<file path="src/rtl/fft_stage_addr_gen_if.sv">
`default_nettype none
// ============================================================================
//  Module   : fft_stage_addr_gen_if
//  Purpose  : Issue bus between the FFT stage address sequencer and the
//             butterfly / memory read port.
//  Signals  : bf_valid      - issue fields below are valid
//             bf_ready      - downstream accepts the issue this cycle
//             addr_a/addr_b - memory addresses of butterfly inputs A and B
//             tw_idx        - twiddle ROM index (W_N^tw_idx)
//             stage         - current stage, 0 = span-1 stage
//             last_in_stage - final issue of the current stage
//  Modports : master (sequencer side), slave (butterfly side)
//  Revision : 1.0 - initial release
// ============================================================================
interface fft_stage_addr_gen_if #(
    parameter int N_LOG2 = 4
);
    localparam int C_STAGE_W = $clog2(N_LOG2);

    logic                  bf_valid;
    logic                  bf_ready;
    logic [N_LOG2-1:0]     addr_a;
    logic [N_LOG2-1:0]     addr_b;
    logic [N_LOG2-2:0]     tw_idx;
    logic [C_STAGE_W-1:0]  stage;
    logic                  last_in_stage;

    modport master (
        output bf_valid, addr_a, addr_b, tw_idx, stage, last_in_stage,
        input  bf_ready
    );

    modport slave (
        input  bf_valid, addr_a, addr_b, tw_idx, stage, last_in_stage,
        output bf_ready
    );
endinterface
`default_nettype wire

</file>
<file path="src/rtl/fft_stage_addr_gen.sv">
`default_nettype none
// ============================================================================
//  Module   : fft_stage_addr_gen
//  Purpose  : Sequencer for an in-place radix-2 DIT FFT. For every butterfly
//             of every stage it issues the A/B memory addresses and the
//             twiddle ROM index, then idles PIPE_DEPTH cycles between stages
//             so the butterfly pipeline can finish writing back.
//  Ports    : clk, rst      - clock, synchronous active-high reset
//             start         - begin a full FFT (honoured only when idle)
//             bf            - issue bus (master modport)
//             busy          - FFT in progress
//             done          - one-cycle completion pulse
//             cycle_count   - RUN/DRAIN cycle counter (FFT_PERF_CNT_EN only)
//  Options  : define FFT_PERF_CNT_EN to add the 32-bit cycle_count output.
//  Revision : 1.0 - initial release
// ============================================================================
module fft_stage_addr_gen #(
    parameter int N_LOG2     = 4,
    parameter int PIPE_DEPTH = 3
) (
    input  wire logic               clk,
    input  wire logic               rst,
    input  wire logic               start,
    fft_stage_addr_gen_if.master    bf,
    output logic                    busy,
    output logic                    done
`ifdef FFT_PERF_CNT_EN
    ,
    output logic [31:0]             cycle_count
`endif
);
    localparam int C_SW = $clog2(N_LOG2);
    localparam int C_KW = N_LOG2 - 1;

    typedef logic [N_LOG2-1:0] addr_t;
    typedef logic [C_KW-1:0]   kidx_t;
    typedef logic [C_SW-1:0]   sidx_t;

    localparam kidx_t      C_K_LAST = '1;                 // N/2 - 1
    localparam sidx_t      C_S_LAST = sidx_t'(N_LOG2 - 1);
    localparam logic [3:0] C_DRAIN  = 4'(PIPE_DEPTH);

    typedef enum logic [1:0] {
        S_IDLE  = 2'd0,
        S_RUN   = 2'd1,
        S_DRAIN = 2'd2,
        S_DONE  = 2'd3
    } state_t;

    state_t     r_state;
    kidx_t      r_k;
    sidx_t      r_s;
    logic [3:0] r_drain;

    // span = 1 << s : distance between the A and B inputs of a butterfly
    function automatic addr_t f_span(input sidx_t s);
        return addr_t'(1) << s;
    endfunction

    // Insert a zero at bit s of k: the low s bits stay as the position inside
    // the group, the upper bits shift up one to skip over the B half.
    function automatic addr_t f_addr_a(input kidx_t k, input sidx_t s);
        addr_t kk;
        addr_t m;
        kk = addr_t'(k);
        m  = f_span(s) - addr_t'(1);
        return ((kk & ~m) << 1) | (kk & m);
    endfunction

    // pos << (N_LOG2-1-s). In the last stage span = N/2 overflows kidx_t to
    // zero, so span-1 wraps to all-ones, which is exactly the mask needed.
    function automatic kidx_t f_tw(input kidx_t k, input sidx_t s);
        kidx_t m;
        m = (kidx_t'(1) << s) - kidx_t'(1);
        return (k & m) << (C_S_LAST - s);
    endfunction

    kidx_t w_k_inc;
    sidx_t w_s_inc;
    addr_t w_inc_a;

    assign w_k_inc = r_k + 1'b1;
    assign w_s_inc = r_s + 1'b1;
    assign w_inc_a = f_addr_a(w_k_inc, r_s);

    always_ff @(posedge clk) begin
        if (rst) begin
            r_state          <= S_IDLE;
            r_k              <= '0;
            r_s              <= '0;
            r_drain          <= '0;
            bf.bf_valid      <= 1'b0;
            bf.addr_a        <= '0;
            bf.addr_b        <= '0;
            bf.tw_idx        <= '0;
            bf.stage         <= '0;
            bf.last_in_stage <= 1'b0;
            busy             <= 1'b0;
            done             <= 1'b0;
        end else begin
            done <= 1'b0;
            case (r_state)
                S_IDLE: begin
                    if (start) begin
                        r_state          <= S_RUN;
                        r_k              <= '0;
                        r_s              <= '0;
                        busy             <= 1'b1;
                        bf.bf_valid      <= 1'b1;
                        bf.addr_a        <= '0;
                        bf.addr_b        <= addr_t'(1);
                        bf.tw_idx        <= '0;
                        bf.stage         <= '0;
                        bf.last_in_stage <= 1'b0;
                    end
                end
                S_RUN: begin
                    // bf_valid is held high for the whole of RUN, so ready
                    // alone decides acceptance; without it everything holds.
                    if (bf.bf_ready) begin
                        if (r_k == C_K_LAST) begin
                            r_state          <= S_DRAIN;
                            r_drain          <= C_DRAIN;
                            bf.bf_valid      <= 1'b0;
                            bf.last_in_stage <= 1'b0;
                        end else begin
                            r_k              <= w_k_inc;
                            bf.addr_a        <= w_inc_a;
                            bf.addr_b        <= w_inc_a | f_span(r_s);
                            bf.tw_idx        <= f_tw(w_k_inc, r_s);
                            bf.last_in_stage <= (w_k_inc == C_K_LAST);
                        end
                    end
                end
                S_DRAIN: begin
                    // Counter reaches zero on the PIPE_DEPTH-th drain cycle.
                    r_drain <= r_drain - 1'b1;
                    if (r_drain == 4'd1) begin
                        if (r_s == C_S_LAST) begin
                            r_state <= S_DONE;
                            done    <= 1'b1;
                        end else begin
                            r_state          <= S_RUN;
                            r_s              <= w_s_inc;
                            r_k              <= '0;
                            bf.bf_valid      <= 1'b1;
                            bf.addr_a        <= '0;
                            bf.addr_b        <= f_span(w_s_inc);
                            bf.tw_idx        <= '0;
                            bf.stage         <= w_s_inc;
                            bf.last_in_stage <= 1'b0;
                        end
                    end
                end
                S_DONE: begin
                    r_state <= S_IDLE;
                    busy    <= 1'b0;
                end
                default: r_state <= S_IDLE;
            endcase
        end
    end

`ifdef FFT_PERF_CNT_EN
    logic [31:0] r_cycles;

    always_ff @(posedge clk) begin
        if (rst) begin
            r_cycles <= '0;
        end else if (r_state == S_IDLE && start) begin
            r_cycles <= '0;
        end else if ((r_state == S_RUN || r_state == S_DRAIN) && r_cycles != 32'hFFFF_FFFF) begin
            r_cycles <= r_cycles + 32'd1;
        end
    end

    assign cycle_count = r_cycles;
`endif

endmodule
`default_nettype wire
</file>
<file path="src/flat_wrapper.sv">
// flat-port wrapper written by rule: the top's interface ports become plain ports
module fft_stage_addr_gen_flat 
#(
    parameter int N_LOG2     = 4,
    parameter int PIPE_DEPTH = 3
)
  (clk, rst, start, busy, done, bf_bf_valid, bf_addr_a, bf_addr_b, bf_tw_idx, bf_stage, bf_last_in_stage, bf_bf_ready);
  fft_stage_addr_gen_if #(.N_LOG2(N_LOG2)) bf_i ();
  input  wire logic clk;
  input  wire logic rst;
  input  wire logic start;
  output logic busy;
  output logic done;
  output wire logic [$bits(bf_i.bf_valid)-1:0] bf_bf_valid;
  output wire logic [$bits(bf_i.addr_a)-1:0] bf_addr_a;
  output wire logic [$bits(bf_i.addr_b)-1:0] bf_addr_b;
  output wire logic [$bits(bf_i.tw_idx)-1:0] bf_tw_idx;
  output wire logic [$bits(bf_i.stage)-1:0] bf_stage;
  output wire logic [$bits(bf_i.last_in_stage)-1:0] bf_last_in_stage;
  input wire logic [$bits(bf_i.bf_ready)-1:0] bf_bf_ready;
  assign bf_bf_valid = bf_i.bf_valid;
  assign bf_addr_a = bf_i.addr_a;
  assign bf_addr_b = bf_i.addr_b;
  assign bf_tw_idx = bf_i.tw_idx;
  assign bf_stage = bf_i.stage;
  assign bf_last_in_stage = bf_i.last_in_stage;
  assign bf_i.bf_ready = bf_bf_ready;
  fft_stage_addr_gen #(.N_LOG2(N_LOG2), .PIPE_DEPTH(PIPE_DEPTH)) u_core (.clk(clk), .rst(rst), .start(start), .bf(bf_i), .busy(busy), .done(done));
endmodule
</file>
<file path="config.mk">
export PLATFORM = sky130hd
export DESIGN_NAME = fft_stage_addr_gen_flat
export DESIGN_NICKNAME = d
export VERILOG_FILES = /design/src/rtl/fft_stage_addr_gen_if.sv /design/src/rtl/fft_stage_addr_gen.sv /design/src/flat_wrapper.sv
export SDC_FILE = /design/constraint.sdc
export NUM_CORES = 1
export LEC_CHECK = 0
export ABC_AREA = 1
export CAP_MARGIN = 5
export CELL_PAD_IN_SITES_DETAIL_PLACEMENT = 0
export CELL_PAD_IN_SITES_GLOBAL_PLACEMENT = 1
export CORE_MARGIN = 2
export CORE_UTILIZATION = 37
export CTS_BUF_LIST = sky130_fd_sc_hd__clkbuf_8
export DETAILED_ROUTE_END_ITERATION = 10
export HOLD_SLACK_MARGIN = 0.03
export PLACE_DENSITY = 0.85
export SYNTH_ARGS = -nofsm -noshare
export SYNTH_HDL_FRONTEND = slang
export SYNTH_SLANG_ARGS = --single-unit
export TNS_END_PERCENT = 100
</file>
<file path="constraint.sdc">
create_clock -name clk -period 1.7 [get_ports clk]
set_clock_uncertainty 0.15 [all_clocks]
set_input_delay 0.34 -clock clk [delete_from_list [all_inputs] [get_ports clk]]
set_output_delay 0.34 -clock clk [all_outputs]
set_load 0.02 [all_outputs]
</file>
Word-level counts from Yosys, hierarchy flattened
Cells that the tools add are included.
Operators by class
  reduce and logical (&&, ||, !) cells: 13
  add/subtract/negate cells: 6
  muxes and demuxes: 48
  bitwise gates (word level): 8
  equal/unequal tests: 13
  shift operators: 4
Operators by type and width (number)
  $mux W4: 12
  $pmux W4 S3: 2
  $mux W3: 7
  $pmux W3 S3: 2
  $mux W2: 8
  $reduce_and A6 Y1: 2
  $mux W1: 11
  $ne A2 B2 Y1 const B: 4
  $or A4 B4 Y4: 2
  $pmux W2 S4: 1
  $pmux W4 S2: 1
  $reduce_and A4 Y1: 2
  $shl A1 B2 Y4 const A: 2
  $sub A4 B1 Y4 const B: 2
  $and A3 B3 Y3: 2
  $eq A2 B2 Y1 const B: 3
  $eq A3 B3 Y1 const B: 2
  $pmux W1 S3: 2
  $reduce_bool A2 Y1: 3
  $reduce_and A5 Y1: 1
  $and A3 B4 Y4: 1
  $eq A4 B1 Y1 const B: 1
  $ne A2 B1 Y1 const B: 2
  $pmux W2 S2: 1
  other kinds (15): 16
Word-level totals
  input bits: 4
  output and inout bits: 17
  flip-flop bits (word level): 26
  logic and storage cells: 103

Depth between registers and ports, before layout
Gate-level depths: netlist (run 1).
  word-level depth: 9
  mapped depth: 11
  mapped depth without buffers: 10

Least setup slack after synthesis (run 1)
OpenSTA, ideal clock, no wires.
  path kind: register to register
  from: register, netlist name u_core.bf.stage[0]
  to: register u_core.bf.addr_b[2]
  data required time: 1429 ps
  library setup time: 121 ps
  clock period less this slack: 1770 ps
  arrival time: 1499 ps
  cell stages (with the launch flop): 11
  path buffers: 0
  path slack: -70 ps
  cells stage by stage: dfxtp_1 -> inv_1 -> ha_1 -> inv_1 -> nand2_1 -> nand3_1 -> nand3_1 -> nand2_1 -> nor2_1 -> nor2_1 -> nor2_1
RTL lines
  end signal: assignment: RTL line fft_stage_addr_gen.sv:111  | bf.addr_b <= addr_t'(1);
  end signal: assignment: RTL line fft_stage_addr_gen.sv:129  | bf.addr_b <= w_inc_a | f_span(r_s);
  end signal: assignment: RTL line fft_stage_addr_gen.sv:148  | bf.addr_b <= f_span(w_s_inc);
  end: declaration: RTL line fft_stage_addr_gen_if.sv:29  | output bf_valid, addr_a, addr_b, tw_idx, stage, last_in_stage,

Worst setup path in the final report (run 1)
  from: register u_core.r_k[1]
  to: register u_core.bf.addr_b[2]
Between the ends
  longest elaborated chain between the ends: 7
  elaborated cells between the ends (all ways): 11
  classes of those cells: 1 x add/sub; 2 x eq/ne; 3 x mux; 4 x bitwise; 1 x reduce/logical
RTL lines
  start: declaration: RTL line fft_stage_addr_gen.sv:51  | kidx_t r_k;
  start signal: assignment: RTL line fft_stage_addr_gen.sv:127  | r_k <= w_k_inc;
  $add A3 B1 Y3: RTL line fft_stage_addr_gen.sv:82  | assign w_k_inc = r_k + 1'b1;
  $and A3 B3 Y3 / $and A3 B4 Y4 (equally long branches): RTL line fft_stage_addr_gen.sv:67  | return ((kk & ~m) << 1) | (kk & m);
  $or A4 B4 Y4: RTL line fft_stage_addr_gen.sv:67
  $or A4 B4 Y4: RTL line fft_stage_addr_gen.sv:129
  $mux W4: RTL line fft_stage_addr_gen.sv:121  | if (r_k == C_K_LAST) begin
  $mux W4: RTL line fft_stage_addr_gen.sv:120  | if (bf.bf_ready) begin
  $pmux W4 S3: RTL line fft_stage_addr_gen.sv:102  | case (r_state)
Several ways; a longest one is shown, not always the timed one. The select of a mux whose other input is x is not followed.
A chain may end at the register's enable or synchronous reset.

==> flow_summary.ini, run 1 <==
[run_status]
run_status = complete, no violations

[critical_path]
worst_setup_path_end_kind = flip-flop
timing.critical_path.cells = ha_4, ha_4, o21ai_4, nand4_4, buf_4, nand2_1, inv_1, nor2_1, nor2_1
startpoint_type = flip-flop
worst_ep_arrival_time_ns = 1.70
timing.critical_path.slowest_cell_delay_ns = 0.35
worstPathMaxFanout = 5
critPathKind = flip-flop to flip-flop
cpMaxStageDelayCell = sky130_fd_sc_hd__dfxtp_2
cp_data_required_time_ns = 1.71

[route]
vias_after_detailed_routing = 1545
vias_per_cell = 4.68
dr.first_iter.drc_count = 64
postRouteAntennaNets = 0
drt_first_pass_iters = 4
post-route-drc-count = 0
totalWireLength_mm = 4.00
wire_per_inst_um = 12.1

[global_routing]
number_of_global_route_vias_before_repair = 1486
grt_remaining_overflow = 0
grt_usage_pct = 16.2
grt_antenna_before_repair = 0
first_pass_grt_wire_length_mm = 6.58
grt_start_max_net_pins = 14

[sta]
slew_viol_final = 0
tightestPinTransition_ns = 0.306
max_clock_freq_ghz = 0.593
grt_setup_unrepaired = true
maxSlewHeadroom_pct = 79.6
finalSetupViolations = 0
setup_slack_ns = 0.0141
final_hold_viol_count = 0
post-route-min-period_ns = 1.69
final.period_utilization_pct = 99.2

[cells_and_area]
most-common-layout-cells = sky130_fd_sc_hd__nand2_1, sky130_fd_sc_hd__buf_4, sky130_fd_sc_hd__nor2_1, sky130_fd_sc_hd__dfxtp_1, sky130_fd_sc_hd__inv_1
n_antenna_cell = 0
nNetsFinal = 300
post_route_cells_drive_above_1_share_pct = 35.6
final_non_filler_cells = 330
signed_area_change_from_the_synthesized_netlist_to_the_final_layout_pct = 40.3
most_common_cell_after_layout_fill_and_taps_aside = sky130_fd_sc_hd__nand2_1
layout.cell_area.non_filler_sq_um = 2300

[place]
placed_cells_incl_taps = 325
routabilityCongestion = 0.821
dp_hpwl_mm = 2.96
placedInstanceArea_sq_um = 2100
dpl_worst_slack_ns = -0.157
port_buffers = 20

[clocking]
cts.reportedPaths.clkPinSlew_ns = 0.10
cts.sinks = 26
cts-htree-levels = 1
max-clock-path-buffers = 2
cts_bufs_inserted = 3
cts.hold.buffers_added = 0
tritoncts = yes
cts.root.buffer_cell = sky130_fd_sc_hd__clkbuf_8
clk-insertion-delay-late_ns = 0.27

[logic_synthesis]
yosys_register_bits = 26
seq_area_frac_synth_pct = 31.8
synth.lib_cells_used.distinct = 29
synthesis.nets = 247
syn_area_sq_um = 1640
ys_warn_count = 0
synthCells = 227
average_instance_area_after_synthesis_sq_um = 7.21

[die]
die_height_um = 70.5
row_count = 24
dieArea_sq_um = 4970
initial_utilization_pct = 38.1
total_i_o_pin_count = 21
design.core.area_sq_um = 4290
chipWidth_um = 70.5

[power_and_ir_drop]
total_leakage_power_nw = 1.10
power.density_cell_area_nw_per_um2 = 1570
report.power.total_mw = 3.61
peakVddDrop_v = 0.000636

[flow_run]
maxCapViolations = 0

[min_path]
hp-class = flip-flop to flip-flop
[per-stage QoR]
step / util, % / hold slack, ns / TNS (ns)
after floorplan: - / 0.304 / 0
after global placement: 48.8 / 0.313 / -2.01
after detailed placement: 48.8 / 0.313 / -2.26
after CTS: 49.9 / 0.328 / 0
after global routing: 53.5 / 0.354 / -0.651
final: 53.5 / 0.327 / 0
[sequential cells by signal, indices dropped and copies added, names as in the netlist]
name and count:
u_core.r_k 3, u_core.bf.addr_a 4, u_core.r_drain 4, u_core.bf.stage 2, u_core.bf.bf_valid 1, u_core.bf.last_in_stage 1, u_core.r_state 2, u_core.busy 1
u_core.done 1, u_core.bf.tw_idx 3, u_core.bf.addr_b 4
[critical path, delay by kind of cell, from the launching register on]
| family | cells | cell delay (ns) |
|---|---|---|
| fa+ha+maj | 2 | 0.35 |
| simple gates | 4 | 0.35 |
| compound gates | 1 | 0.17 |
| buf+inv | 2 | 0.21 |
| flops | 1 | 0.35 |
[worst paths after layout]
kind         slack (ns)                        startpoint                                to  depth (start not counted)
max                0.01        u_core.r_k[1]$_SDFFE_PP0P_  u_core.bf.addr_b[2]$_SDFFE_PP0P_                          9
min                0.33  u_core.bf.addr_a[2]$_SDFFE_PP0P_  u_core.bf.addr_a[2]$_SDFFE_PP0P_                          2
max reg2reg        0.01        u_core.r_k[1]$_SDFFE_PP0P_  u_core.bf.addr_b[2]$_SDFFE_PP0P_                          9
min reg2reg        0.33  u_core.bf.addr_a[2]$_SDFFE_PP0P_  u_core.bf.addr_a[2]$_SDFFE_PP0P_                          2
[cell families after synthesis]
kind of cell	Yosys count	synth area share (%)
flops	26	31.8
compound gates	36	15.3
fa+ha+maj	16	12.2
buf+inv	37	10.1
simple gates	112	30.6
[layer usage]
layer / share of wire [%] / up-vias / global-route usage (%)
li1: - / 820 / -
met1: 50 / 708 / 22.5
met2: 48 / 14 / 26.6
met3: 2.2 / 3 / 2.16
met4: 0.43 / 0 / 3.85
met5: 0 / - / 0
[report_power, final]
| part | internal (mW) | total (mW) | switching, mW |
|---|---|---|---|
| combinational | 1.04 | 2.36 | 1.32 |
| sequential | 0.784 | 0.900 | 0.116 |
| clock | 0.159 | 0.355 | 0.196 |
| total | 1.98 | 3.61 | 1.63 |
[final cells by class]
class / instances / area [sq um]
Multi-Input combinational cell: 164 / 1070
Tap cell: 52 / 65.1
Inverter: 31 / 124
Sequential cell: 26 / 527
Fill cell: 439 / 2000
Clock buffer: 3 / 41.3
Timing Repair Buffer: 54 / 464
[synth_stat cells, drive strengths merged]
master	count	area share, %
a211oi	1	0.46
a21oi	23	10
and2	1	0.38
buf	5	2.6
clkbuf	1	0.23
clkinv	1	0.23
dfxtp	26	32
ha	16	12
inv	30	7.0
nand2	68	17
nand3	11	3.4
nand4	2	1.7
nor2	25	6.0
nor3	4	1.2
nor3b	1	0.76
o211ai	1	0.46
o21a	2	0.92
o21ai	9	3.0
[what timing repair did]
action / 4_1_cts / 5_1_grt
endpoints found under the setup margin: 33 / 28
pin swaps: 2 / 11
gates resized for setup: 19 / 36
gates cloned: 0 / 0
buffers inserted: 0 / 3
Power figures use the tool's default switching activity.
==> run 2, diff against run 1 <==
==> constraint.sdc (replaced) <==
create_clock -name clk -period 1.7 [get_ports clk]
set_clock_uncertainty 0.15 [all_clocks]
set_input_delay 0.425 -clock clk [delete_from_list [all_inputs] [get_ports clk]]
set_output_delay 0.425 -clock clk [all_outputs]
set_load 0.02 [all_outputs]
==> run 2 against run 1 <==
First-iteration DRC count stayed put. Flip-flop and latch count stayed put. Register-to-register slack hardly changed. Critical endpoint is now u_core.bf.addr_b[1]$_SDFFE_PP0P_. Highest routed layer unchanged.
==> flow_summary.ini, run 2 (synthesis gave the netlist of run 1 again) <==
[power_and_ir_drop]
peakVddDrop_v = 0.000684
cell_internal_pwr_mw = 2.10
share_comb_of_total_power_pct = 65.6
power.share.switching_pct = 45.0
netSwitchingPower_mw = 1.72
total_leakage_power_nw = 1.09
power.share.clock_pct = 10.7
share_seq_of_total_power_pct = 23.7
power.density_cell_area_nw_per_um2 = 1610

[place]
dp_hpwl_mm = 2.98
port_buffers = 20
dpl_worst_slack_ns = -0.243
routabilityCongestion = 0.818
placed_cells_incl_taps = 325

[critical_path]
r2r-end = u_core.bf.addr_b[1]$_SDFFE_PP0P_
worst_ep_arrival_time_ns = 1.71
critical_path.top_delay_family = flip-flops
critPathKind = flip-flop to flip-flop
cp_data_required_time_ns = 1.73
timing.critical_path.slowest_cell_delay_ns = 0.35
crit_path_frequent_cell = sky130_fd_sc_hd__ha_4
worst_setup_path_end_kind = flip-flop
cpMaxStageDelayCell = sky130_fd_sc_hd__dfxtp_2
worstRegToRegCells = 9
timing.reg2reg.setup_slack_ns = 0.02
worstPathMaxFanout = 8
timing.critical_path.cells = ha_4, ha_4, o21ai_4, nand4_4, buf_6, nand2_2, o21ai_2, nand2_1, inv_1
crit-reg2reg-launch = u_core.r_k[1]$_SDFFE_PP0P_
startpoint_type = flip-flop
timing.critical_path.buf_inv = 2

[cells_and_area]
final_non_filler_cells = 331
signed_area_change_from_the_synthesized_netlist_to_the_final_layout_pct = 45.0
most_common_cell_after_layout_fill_and_taps_aside = sky130_fd_sc_hd__nand2_1
num-fill-cells = 412
reg.largest.list = u_core.bf.addr_a (4), u_core.bf.addr_b (4), u_core.r_drain (4)
n_antenna_cell = 0
most-common-layout-cells = sky130_fd_sc_hd__nand2_1, sky130_fd_sc_hd__buf_4, sky130_fd_sc_hd__dfxtp_1
post_route_cells_drive_above_1_share_pct = 39.4
nNetsFinal = 300

[clocking]
cts.root.buffer_cell = sky130_fd_sc_hd__clkbuf_8
cts.reportedPaths.clkPinSlew_ns = 0.10
cts.sinks = 26
tritoncts = yes
cts-htree-levels = 1
clk-insertion-delay-late_ns = 0.28
max-clock-path-buffers = 2
cts_bufs_inserted = 3

[min_path]
min-delay-start = u_core.bf.addr_a[2]$_SDFFE_PP0P_
depth_of_the_worst_hold_timing_path = 2
hp-class = flip-flop to flip-flop
hold_ep = u_core.bf.addr_a[2]$_SDFFE_PP0P_

[sta]
final_sum_of_negative_setup_slack_ns = 0
final_hold_viol_count = 0
tightestPinTransition_ns = 0.343
slew_viol_final = 0
max_clock_freq_ghz = 0.594
post-route-min-period_ns = 1.68
maxSlewHeadroom_pct = 77.1
grt_setup_unrepaired = true
finalSetupViolations = 0
fin_hold_ws_ns = 0.325
final.period_utilization_pct = 99.0
setup_slack_ns = 0.0165

[route]
post-route-drc-count = 0
vias_per_cell = 4.82
dr.first_iter.drc_count = 64
postRouteAntennaNets = 0
wire_per_inst_um = 12.5
drt_first_pass_iters = 7
totalWireLength_mm = 4.14
vias_after_detailed_routing = 1595

[global_routing]
grt_remaining_overflow = 0
grt_antenna_before_repair = 0
first_pass_grt_wire_length_mm = 6.72
number_of_global_route_vias_before_repair = 1520
grt_usage_pct = 16.6
grt_start_max_net_pins = 15

[run_status]
run_status = complete, no violations

[die]
total_i_o_pin_count = 21
die_height_um = 70.5
design.core.area_sq_um = 4290
dieArea_sq_um = 4970
row_count = 24
chipWidth_um = 70.5
initial_utilization_pct = 38.1

[flow_run]
maxCapViolations = 0
==> run 2: cell type report <==
cell class	count	area [sq um]	area share, %
Tap cell	52	65.1	2.74
Clock buffer	4	55.1	2.32
Inverter	31	124	5.22
Multi-Input combinational cell	164	1130	47.6
Timing Repair Buffer	54	467	19.7
Sequential cell	26	532	22.4
==> run 2: worst min-delay path, stage by stage (launching register included) <==
cell	delay [ns]
sky130_fd_sc_hd__dfxtp_1	0.31
sky130_fd_sc_hd__nand2_1	0.07
sky130_fd_sc_hd__a21oi_2	0.05
==> run 2: through the flow <==
stage                     util [%]  instance area (sq um)  power (mW)
after floorplan                  -                   1640        2.30
after global placement        48.8                   2100        3.02
after detailed placement      48.8                   2100        3.04
after CTS                     50.4                   2160        3.44
after global routing          55.2                   2370        4.14
final                         55.2                   2370        3.83
==> run 2: power by group through the flow <==
stage / Sequential (mW) / Clock, mW / Combinational [mW]
floorplan: 1.01 / 0 / 1.29
global placement: 0.892 / 0 / 2.13
detailed placement: 0.897 / 0 / 2.14
CTS: 0.881 / 0.425 / 2.13
global route: 0.934 / 0.450 / 2.75
finish: 0.907 / 0.409 / 2.51
==> run 2: worst max path at each step <==
stage | to | from | slack [ns] | depth (start not counted)
after global placement | u_core.r_k[2]$_SDFFE_PP0P_ | bf_bf_ready | -0.23 | 8
after CTS | u_core.r_k[2]$_SDFFE_PP0P_ | u_core.r_k[1]$_SDFFE_PP0P_ | -0.0007 | 8
after global routing | u_core.bf.addr_b[2]$_SDFFE_PP0P_ | u_core.bf.stage[0]$_SDFFE_PP0P_ | -0.07 | 11
after floorplan | u_core.bf.tw_idx[2]$_SDFFE_PP0P_ | u_core.r_k[0]$_SDFFE_PP0P_ | 0.004 | 9
after detailed placement | u_core.r_k[2]$_SDFFE_PP0P_ | bf_bf_ready | -0.24 | 8
final | u_core.bf.addr_b[1]$_SDFFE_PP0P_ | u_core.r_k[1]$_SDFFE_PP0P_ | 0.02 | 9
==> run 2: routing by layer <==
layer / vias to the layer above / track usage (%) / part of all wire (%)
met5: - / 0 / 0
met4: 0 / 6.41 / 1.1
met3: 4 / 1.01 / 3.2
met2: 30 / 27.4 / 49
met1: 737 / 22.8 / 47
li1: 824 / - / -
==> run 2: repair_timing <==
item,in CTS,in global routing
cloned,0,0
endpoints found under the setup margin,38,23
pin swaps,3,16
hold buffers,0,0
setup buffers,1,2
resized for setup,25,51
==> run 3, diff against run 2 <==
--- a/config.mk
+++ b/config.mk
@@ -10,11 +10,11 @@
 export CELL_PAD_IN_SITES_DETAIL_PLACEMENT = 0
 export CELL_PAD_IN_SITES_GLOBAL_PLACEMENT = 1
 export CORE_MARGIN = 2
-export CORE_UTILIZATION = 37
+export CORE_UTILIZATION = 41
 export CTS_BUF_LIST = sky130_fd_sc_hd__clkbuf_8
 export DETAILED_ROUTE_END_ITERATION = 10
 export HOLD_SLACK_MARGIN = 0.03
-export PLACE_DENSITY = 0.85
+export PLACE_DENSITY = 0.89
 export SYNTH_ARGS = -nofsm -noshare
 export SYNTH_HDL_FRONTEND = slang
 export SYNTH_SLANG_ARGS = --single-unit
==> constraint.sdc (replaced) <==
create_clock -name clk -period 1.65 [get_ports clk]
set_clock_uncertainty 0.15 [all_clocks]
set_input_delay 0.4125 -clock clk [delete_from_list [all_inputs] [get_ports clk]]
set_output_delay 0.4125 -clock clk [all_outputs]
set_load 0.02 [all_outputs]
==> run 3 against run 2 <==
Highest routed layer unchanged. Largest cell class unchanged. First-iteration DRC count down 14%. Register-to-register slack worse by 0.03 ns. Critical path type unchanged. Clock-buffer cell count is the same. Non-clock buffer count grew 7. The flow now finishes with violations (setup timing). Final cell count increased by 0.91%. Cell area rose by 2.5%. Core utilization increased by 9.7 points.
==> flow_summary.ini, run 3 (synthesis gave the netlist of run 1 again) <==
[critical_path]
worst_setup_path_end_kind = flip-flop
timing.reg2reg.setup_slack_ns = -0.01
worstPathMaxFanout = 6
critical_path.top_delay_family = buffers and inverters
worstRegToRegCells = 8
critPathKind = flip-flop to flip-flop
worst_ep_arrival_time_ns = 1.72
r2r-end = u_core.bf.addr_a[2]$_SDFFE_PP0P_
cp_data_required_time_ns = 1.71
crit-reg2reg-launch = u_core.r_state[0]$_SDFFE_PP0P_
cpMaxStageDelayCell = sky130_fd_sc_hd__dfxtp_2
timing.critical_path.slowest_cell_delay_ns = 0.34
timing.critical_path.cells = buf_4, ha_4, a21oi_4, nand4_4, inv_4, buf_6, nand2_2, a21oi_2
startpoint_type = flip-flop
timing.critical_path.buf_inv = 3

[min_path]
hold_ep = u_core.bf.addr_a[3]$_SDFFE_PP0P_
hp-class = flip-flop to flip-flop
depth_of_the_worst_hold_timing_path = 2
min-delay-start = u_core.bf.addr_a[3]$_SDFFE_PP0P_

[sta]
finalSetupViolations = 4
tightestPinTransition_ns = 0.303
grt_setup_unrepaired = true
final.period_utilization_pct = 101
post-route-min-period_ns = 1.66
maxSlewHeadroom_pct = 79.8
slew_viol_final = 0
setup_slack_ns = -0.00981
final_hold_viol_count = 0
max_clock_freq_ghz = 0.602

[die]
total_i_o_pin_count = 21
dieArea_sq_um = 4510
initial_utilization_pct = 43.7
chipWidth_um = 67.2
design.core.area_sq_um = 3740
die_height_um = 67.2
row_count = 22

[route]
drt_first_pass_iters = 4
vias_per_cell = 4.80
totalWireLength_mm = 4.19
vias_after_detailed_routing = 1602
wire_per_inst_um = 12.5
post-route-drc-count = 0
postRouteAntennaNets = 0
dr.first_iter.drc_count = 55

[clocking]
cts.root.buffer_cell = sky130_fd_sc_hd__clkbuf_8
clk-insertion-delay-late_ns = 0.27
max-clock-path-buffers = 2
tritoncts = yes
cts_bufs_inserted = 3
cts.reportedPaths.clkPinSlew_ns = 0.09
cts-htree-levels = 1
cts.sinks = 26

[global_routing]
grt_usage_pct = 18.7
grt_busiest_layer = met2
grt_start_max_net_pins = 15
grt_antenna_before_repair = 0
m2_gr_usage_pct = 29.0
number_of_global_route_vias_before_repair = 1395
grt_remaining_overflow = 0
grt_met3_usage_pct = 2.50
first_pass_grt_wire_length_mm = 6.35
grt_use_met1_pct = 26.3

[place]
dp_hpwl_mm = 2.95
placed_cells_incl_taps = 322
routabilityCongestion = 0.876
port_buffers = 20
dpl_worst_slack_ns = -0.289

[cells_and_area]
n_antenna_cell = 0
nNetsFinal = 307
finish.utilization_pct = 64.9
most-common-layout-cells = sky130_fd_sc_hd__nand2_1, sky130_fd_sc_hd__buf_4, sky130_fd_sc_hd__dfxtp_1
num-fill-cells = 340
most_common_cell_after_layout_fill_and_taps_aside = sky130_fd_sc_hd__nand2_1
final_non_filler_cells = 334
signed_area_change_from_the_synthesized_netlist_to_the_final_layout_pct = 48.5
reg.largest.list = u_core.bf.addr_a (4), u_core.bf.addr_b (4), u_core.r_drain (4)
post_route_cells_drive_above_1_share_pct = 41.6

[power_and_ir_drop]
power.density_cell_area_nw_per_um2 = 1650
power.share.switching_pct = 44.7
total_leakage_power_nw = 1.13
share_seq_of_total_power_pct = 23.6
share_comb_of_total_power_pct = 66.0
cell_internal_pwr_mw = 2.22
peakVddDrop_v = 0.000899
power.share.clock_pct = 10.4
netSwitchingPower_mw = 1.79

[run_status]
failed_checks = setup timing
run_status = complete, but fails checks

[flow_run]
maxCapViolations = 0
run 3: metal layers:
layer  part of all wire [%]  vias up
li1                       -      833
met1                     50      735
met2                     46       28
met3                    2.9        6
met4                    1.5        0
met5                      0        -
run 3: through the flow:
step                      cell area [sq um]  total power, mW  setup TNS (ns)  hold slack (ns)
after floorplan                        1650             2.38               0            0.304
after global placement                 2120             3.13           -4.56            0.314
after detailed placement               2120             3.15           -5.12            0.318
after CTS                              2250             3.64         -0.0701            0.329
after global routing                   2430             4.31          -0.987            0.348
final                                  2430             4.01         -0.0260            0.327
run 3: power by group through the flow:
| stage | sequential, mW | combinational, mW | clock, mW |
|---|---|---|---|
| after floorplan | 1.04 | 1.34 | 0 |
| final | 0.946 | 2.64 | 0.417 |
| after global placement | 0.932 | 2.20 | 0 |
| after detailed placement | 0.936 | 2.22 | 0 |
| after CTS | 0.927 | 2.28 | 0.431 |
| after global routing | 0.966 | 2.89 | 0.461 |
run 3: worst max-delay path by stage:
stage / slack (ns) / cells past startpoint / to / startpoint
floorplan: 0.0005 / 9 / u_core.bf.tw_idx[2]$_SDFFE_PP0P_ / u_core.r_state[0]$_SDFFE_PP0P_
global placement: -0.25 / 9 / u_core.bf.addr_b[1]$_SDFFE_PP0P_ / bf_bf_ready
detailed placement: -0.29 / 9 / u_core.bf.addr_b[1]$_SDFFE_PP0P_ / bf_bf_ready
CTS: -0.02 / 10 / u_core.bf.addr_a[2]$_SDFFE_PP0P_ / u_core.r_state[0]$_SDFFE_PP0P_
global route: -0.1 / 8 / u_core.bf.addr_a[0]$_SDFFE_PP0P_ / u_core.r_k[0]$_SDFFE_PP0P_
finish: -0.01 / 8 / u_core.bf.addr_a[2]$_SDFFE_PP0P_ / u_core.r_state[0]$_SDFFE_PP0P_
run 3: worst reg2reg max path, delay by kind of cell, from the launching register on:
kind                       cells  cell delay [ns]
buffers and inverters          3             0.41
DFF                            1             0.34
AOI/OAI and AO/OA              2             0.28
and+or+nand+nor                2             0.25
adders and majority gates      1             0.17
run 3: cell type report:
cell class | count | area, sq um | share of cell area (%)
clock buffer | 4 | 55.1 | 2.26
sequential | 26 | 533 | 21.9
timing repair buffer | 61 | 524 | 21.6
inverter | 31 | 121 | 4.99
tap | 48 | 60.1 | 2.47
multi-input combinational | 164 | 1140 | 46.8
run 3: repair_timing:
item                       in CTS  in global routing
setup buffers                   2                  5
pin swaps                       7                 13
hold buffers                    0                  0
resized for setup              31                 42
setup endpoints to repair      38                 25
gates cloned                    1                  0
